<file path="src/rtl/rot_right_rr_arb.sv">
// rot_right_rr_arb
//   Registered round-robin arbiter with packet-level locking, placed in front
//   of a router output's switch allocator. The request vector is rotated right
//   by the priority pointer. A fixed-priority pick then takes the lowest set
//   bit, and the winner is mapped back to an absolute port index. Once a port
//   is granted, it keeps the grant until it drops its request bit.
//
// Ports
//   clk          single clock, rising edge
//   rst          asynchronous, active-high reset
//   request      per-port request, held high by the owner for the whole packet
//   grant        registered one-hot grant (or all zeros)
//   grant_valid  high when any grant bit is set
//   grant_id     binary index of the granted port (0 when grant_valid=0)
//
// Build option
//   RR_X_IN_FAST_REARB_EN  when defined, the release cycle immediately
//                          re-arbitrates among the remaining requesters, so no
//                          zero-grant bubble appears between packets.
//
// state   | meaning
// --------+----------------------------------------------------------
// IDLE    | no owner; arbitrate over request each cycle
// GRANTED | grant_id owns the output until request[grant_id] drops

module rot_right_rr_arb #(
  parameter int IO_SIZE = 5,
  parameter int IO_w    = 3
) (
  input  logic               clk,
  input  logic               rst,
  input  logic [IO_SIZE-1:0] request,
  output logic [IO_SIZE-1:0] grant,
  output logic               grant_valid,
  output logic [IO_w-1:0]    grant_id
);

  typedef enum logic {IDLE, GRANTED} state_t;

  localparam logic [IO_w:0] SIZE_W = (IO_w+1)'(IO_SIZE);

  state_t             state, state_nxt;
  logic [IO_w-1:0]    pointer, pointer_nxt;
  logic [IO_SIZE-1:0] grant_nxt;
  logic               grant_valid_nxt;
  logic [IO_w-1:0]    grant_id_nxt;

  logic [IO_SIZE-1:0] arb_req;
  logic [IO_w-1:0]    arb_ptr;
  logic [IO_SIZE-1:0] rotated;
  logic               arb_found;
  logic [IO_w-1:0]    arb_k;
  logic [IO_w-1:0]    arb_winner;
  logic [IO_w-1:0]    ptr_inc;
  logic               owner_held;

  // Pointer value after the current owner releases.
  assign ptr_inc    = (grant_id == IO_w'(IO_SIZE-1)) ? '0 : grant_id + 1'b1;
  assign owner_held = request[grant_id];

  // Arbiter inputs. In the fast build, the release cycle arbitrates with the
  // releasing port masked off, and with the pointer it is about to take.
  always_comb begin
    arb_req = request;
    arb_ptr = pointer;
`ifdef RR_X_IN_FAST_REARB_EN
    if (state == GRANTED) begin
      arb_req = request & ~grant;
      arb_ptr = ptr_inc;
    end
`endif
  end

  // Rotate right by arb_ptr. The indices wrap with compare-subtract, so any
  // IO_SIZE works, not only powers of two.
  always_comb begin
    logic [IO_w:0] idx;
    idx     = '0;
    rotated = '0;
    for (int i = 0; i < IO_SIZE; i++) begin
      idx = {1'b0, arb_ptr} + (IO_w+1)'(i);
      if (idx >= SIZE_W) idx = idx - SIZE_W;
      rotated[i] = arb_req[idx[IO_w-1:0]];
    end
  end

  always_comb begin
    arb_found = 1'b0;
    arb_k     = '0;
    for (int i = 0; i < IO_SIZE; i++) begin
      if (!arb_found && rotated[i]) begin
        arb_found = 1'b1;
        arb_k     = IO_w'(i);
      end
    end
  end

  // Map the rotated index back to an absolute port.
  always_comb begin
    logic [IO_w:0] sum;
    sum = {1'b0, arb_ptr} + {1'b0, arb_k};
    if (sum >= SIZE_W) sum = sum - SIZE_W;
    arb_winner = sum[IO_w-1:0];
  end

  always_ff @(posedge clk or posedge rst) begin
    if (rst) begin
      state       <= IDLE;
      pointer     <= '0;
      grant       <= '0;
      grant_valid <= 1'b0;
      grant_id    <= '0;
    end else begin
      state       <= state_nxt;
      pointer     <= pointer_nxt;
      grant       <= grant_nxt;
      grant_valid <= grant_valid_nxt;
      grant_id    <= grant_id_nxt;
    end
  end

  always_comb begin
    state_nxt       = state;
    pointer_nxt     = pointer;
    grant_nxt       = grant;
    grant_valid_nxt = grant_valid;
    grant_id_nxt    = grant_id;
    case (state)
      IDLE: begin
        if (arb_found) begin
          grant_nxt       = IO_SIZE'(1) << arb_winner;
          grant_valid_nxt = 1'b1;
          grant_id_nxt    = arb_winner;
          state_nxt       = GRANTED;
        end else begin
          grant_nxt       = '0;
          grant_valid_nxt = 1'b0;
          grant_id_nxt    = '0;
        end
      end
      GRANTED: begin
        if (!owner_held) begin
          pointer_nxt     = ptr_inc;
          grant_nxt       = '0;
          grant_valid_nxt = 1'b0;
          grant_id_nxt    = '0;
          state_nxt       = IDLE;
`ifdef RR_X_IN_FAST_REARB_EN
          if (arb_found) begin
            grant_nxt       = IO_SIZE'(1) << arb_winner;
            grant_valid_nxt = 1'b1;
            grant_id_nxt    = arb_winner;
            state_nxt       = GRANTED;
          end
`endif
        end
      end
      default: state_nxt = IDLE;
    endcase
  end

endmodule

</file>
<file path="config.mk">
export PLATFORM = sky130hd
export DESIGN_NAME = rot_right_rr_arb
export DESIGN_NICKNAME = d
export VERILOG_FILES = /design/src/rtl/rot_right_rr_arb.sv
export SDC_FILE = /design/constraint.sdc
export NUM_CORES = 1
export LEC_CHECK = 0
export CORE_MARGIN = 8
export CORE_UTILIZATION = 40
export DETAILED_ROUTE_END_ITERATION = 6
export PLACE_DENSITY_LB_ADDON = 0.25
export SLEW_MARGIN = 20
export SYNTH_ARGS = -nofsm -noshare
export SYNTH_HDL_FRONTEND = slang
export SYNTH_SLANG_ARGS = --single-unit
</file>
<file path="constraint.sdc">
create_clock -name clk -period 6.7 [get_ports clk]
set_input_delay 1.34 -clock clk [delete_from_list [all_inputs] [get_ports clk]]
set_output_delay 1.34 -clock clk [all_outputs]
set_load 0.02 [all_outputs]
</file>
==> impl_metrics.tcl <==
set metrics [dict create \
    grt_usage_pct 12.73 \
    antenna_left 0 \
    yosys-top-cells-count "nand2_1 (28), ha_1 (15), inv_1 (14)" \
    period_needed_ns 5.554 \
    dpl.hpwl_mm 2.961 \
    core_area_um2 3971 \
    reg2reg_to "grant[3]$_DFFE_PP0P_" \
    cts_hold_buffers 0 \
    r2r-start "arb_ptr[0]$_DFFE_PP0P_" \
    cts_buffers 3 \
    gp_congestion 0.8492 \
    post-route-period-util_pct 82.89 \
    hold_violations 0 \
    clk_pin_slew_ns 0.06 \
    worstHoldPathType "reg -> reg" \
    antennaDiodeCount 0 \
    wl_per_cell_um 14.66 \
    synth-seq-area-share_pct 19.97 \
    crit_slowest_cell "dfrtp_1" \
    synth_top_family_by_area "compound AO/OA/AOI/OAI gates" \
    hold_end "grant[4]$_DFFE_PP0P_" \
    crit_buf_inv 2 \
    io_pins 16 \
    dr.pass1.iters 5 \
    finalClockSkew_ns 0.006481 \
    drive_gt1_share_pct 7.981 \
    cts_resized 0 \
    synth_area_um2 1629 \
    critPathLaunchType "flop" \
    synthXorXnorAreaFrac_pct 1.075 \
    timing_worst_slew_pin_value_ns 0.6972 \
    synth-compound-area-share_pct 23.27 \
    synth-seq-cells 13 \
    initial_utilization_pct 41.02 \
    vias 1488 \
    grt_pass1_wl_mm 6.624 \
    die_w_um 79.82 \
    die_height_um 79.82 \
    worstHoldPathCells 2 \
    setup_violations 0 \
    die-area_um2 6370 \
    synth_cell_types 49 \
    synth_most_common_cell "nand2_1" \
    syn_inst 201 \
    num_rows 23 \
    min_from "grant[4]$_DFFE_PP0P_" \
    status "finished clean" \
    fmax_ghz 0.1801 \
    area_growth_pct 13.98 \
    yosys.area.top_type_share_pct 19.97 \
    muxShareOfSynthArea_pct 13.36 \
    post-route-drc-count 0 \
    grt-ovfl-total 0 \
    portBuffers 15 \
    clk_latency_ns 0.25 \
    path_max_fanout 20 \
    cp_common_cell "ha_1" \
    dr.first_iter.drc_count 96 \
    crit_type "reg -> reg" \
    ys_dominant_reg_cell "dfrtp_1" \
    slew_viol_final 0 \
    synth-async-reset-ratio_pct 100.0 \
    grt_pass1_vias 1363 \
    critPathRequiredTime_ns 6.88 \
    fill_cells 412 \
    synth-simple-area-share_pct 22.73 \
    post_cts_buffers 0 \
    cp.arrival_ns 5.73 \
    crit_family "compound AO/OA/AOI/OAI gates" \
    maxCapViolCount 0 \
    tns_ns 0 \
    maxSlewHeadroom_pct 53.24 \
    cts_tree "built" \
    wl_mm 3.855 \
    crit_path_cell_trace "inv_1 -> ha_1 -> ha_1 -> a21oi_4 -> mux2_2 -> a31oi_1 -> a31oi_1 -> o21ai_0 -> a21oi_1 -> ha_1 -> fa_1 -> inv_1 -> ha_1 -> nor2b_1 -> o21ai_0 -> a211oi_1 -> and2_1 -> a22o_1 -> nand2_1 -> o21ai_1" \
    rsz0062_at_grt "false" \
    post_synth_fa_ha_maj_area_fraction_pct 13.98 \
    grt_start_max_net_pins 21 \
    avgSynthCellArea_um2 8.105 \
    slowest_delay_ns 0.78 \
    viasPerCell 5.658 \
    clockRootBuffer "clkbuf_8" \
    worst_r2r_path_depth 20 \
    synth_fp_nets 225 \
    r2r_slack_ns 1.15 \
    clock_tree.buffer_depth 2 \
    clock-sinks 13 \
    antenna_found_initial 0 \
    synth_top_cell_by_area "dfrtp_1" \
    yosysWarningCount 0 \
    synth_area_leaders "dfrtp_1 (20%), ha_1 (12%), nand2_1 (6.5%), mux4_2 (5.5%), mux2_2 (4.1%)" \
    synth_edf_count 0 \
    fin_nets 238 \
    critPathCaptureType "flop" \
    htree_levels 1 \
]
registers in the layout (all words and copies together), names as in the netlist:
register	cells
state	1
grant	5
grant_id	3
grant_valid	1
arb_ptr	3
routing by layer:
layer  GRT usage [%]  wire [um]  vias to the layer above
met5               0          0                        -
met3           2.365        189                        4
met4           3.818         44                        0
met1           16.83       1838                      694
met2           20.37       1783                       36
li1                -          -                      754
worst max path at each step:
| stage | to | cells after the start | start |
|---|---|---|---|
| floorplan | grant[3]$_DFFE_PP0P_ | 23 | arb_ptr[0]$_DFFE_PP0P_ |
| global placement | grant[0]$_DFFE_PP0P_ | 18 | request[0] |
| detailed placement | grant[0]$_DFFE_PP0P_ | 18 | request[1] |
| CTS | grant[4]$_DFFE_PP0P_ | 20 | arb_ptr[0]$_DFFE_PP0P_ |
| global route | grant[0]$_DFFE_PP0P_ | 20 | arb_ptr[0]$_DFFE_PP0P_ |
| finish | grant[3]$_DFFE_PP0P_ | 20 | arb_ptr[0]$_DFFE_PP0P_ |
tightest hold or removal path, delay by kind of cell (launching register included):
kind,cells,cell delay (ns)
compound gates,1,0.06
flops,1,0.35
simple gates,1,0.05
through the flow:
| stage | instance area, um^2 | setup WS, ns | util, % | std cells | hold WS, ns |
|---|---|---|---|---|---|
| finish | 1857 | 1.146 | 46.75 | 263 | 0.4895 |
| global route | 1857 | 0.5427 | 46.75 | 263 | 0.5209 |
| CTS | 1857 | 1.138 | 46.75 | 263 | 0.4926 |
| detailed placement | 1810 | 1.091 | 45.59 | 259 | 0.4791 |
| global placement | 1810 | 1.136 | 45.59 | 259 | 0.4733 |
| floorplan | 1629 | 1.751 | - | 201 | 0.5971 |
final cells by class:
class	instances	area [um^2]	share of cell area, %
tap	50	62.56	3.369
sequential	13	325.3	17.52
timing repair buffer	16	157.7	8.491
clock buffer	3	41.29	2.224
inverter	14	52.55	2.830
clock inverter	1	5.005	0.2695
multi-input combinational	166	1212	65.30
cell families (layout without fill, tap and decap cells):
logic type,after synthesis,count (layout)
and+or+nand+nor,71,71
AOI/OAI and AO/OA,60,60
buffers and inverters,22,34
adders and majority gates,17,17
muxes,16,16
DFF,13,13
xor gates and xnor gates,2,2
layout by cell type, fill, tap and decap left out, types with 3 or more instances in the layout:
master | Yosys | final
o22ai_1 | 3 | 3
nor2b_1 | 7 | 7
inv_1 | 14 | 14
a21oi_1 | 11 | 11
ha_1 | 15 | 15
nor2_1 | 12 | 12
mux2_2 | 6 | 6
dfrtp_1 | 13 | 13
nand2b_1 | 5 | 5
mux4_2 | 4 | 4
clkdlybuf4s50_1 | 0 | 15
o21ai_1 | 8 | 8
o31ai_1 | 3 | 3
o21ai_0 | 12 | 12
clkbuf_8 | 0 | 3
mux2i_1 | 6 | 6
a31oi_1 | 7 | 7
nand2_1 | 28 | 28
Power is left out: the tool's default activity adds up to more than one toggle a clock period on the data nets, which glitch-free logic cannot reach.
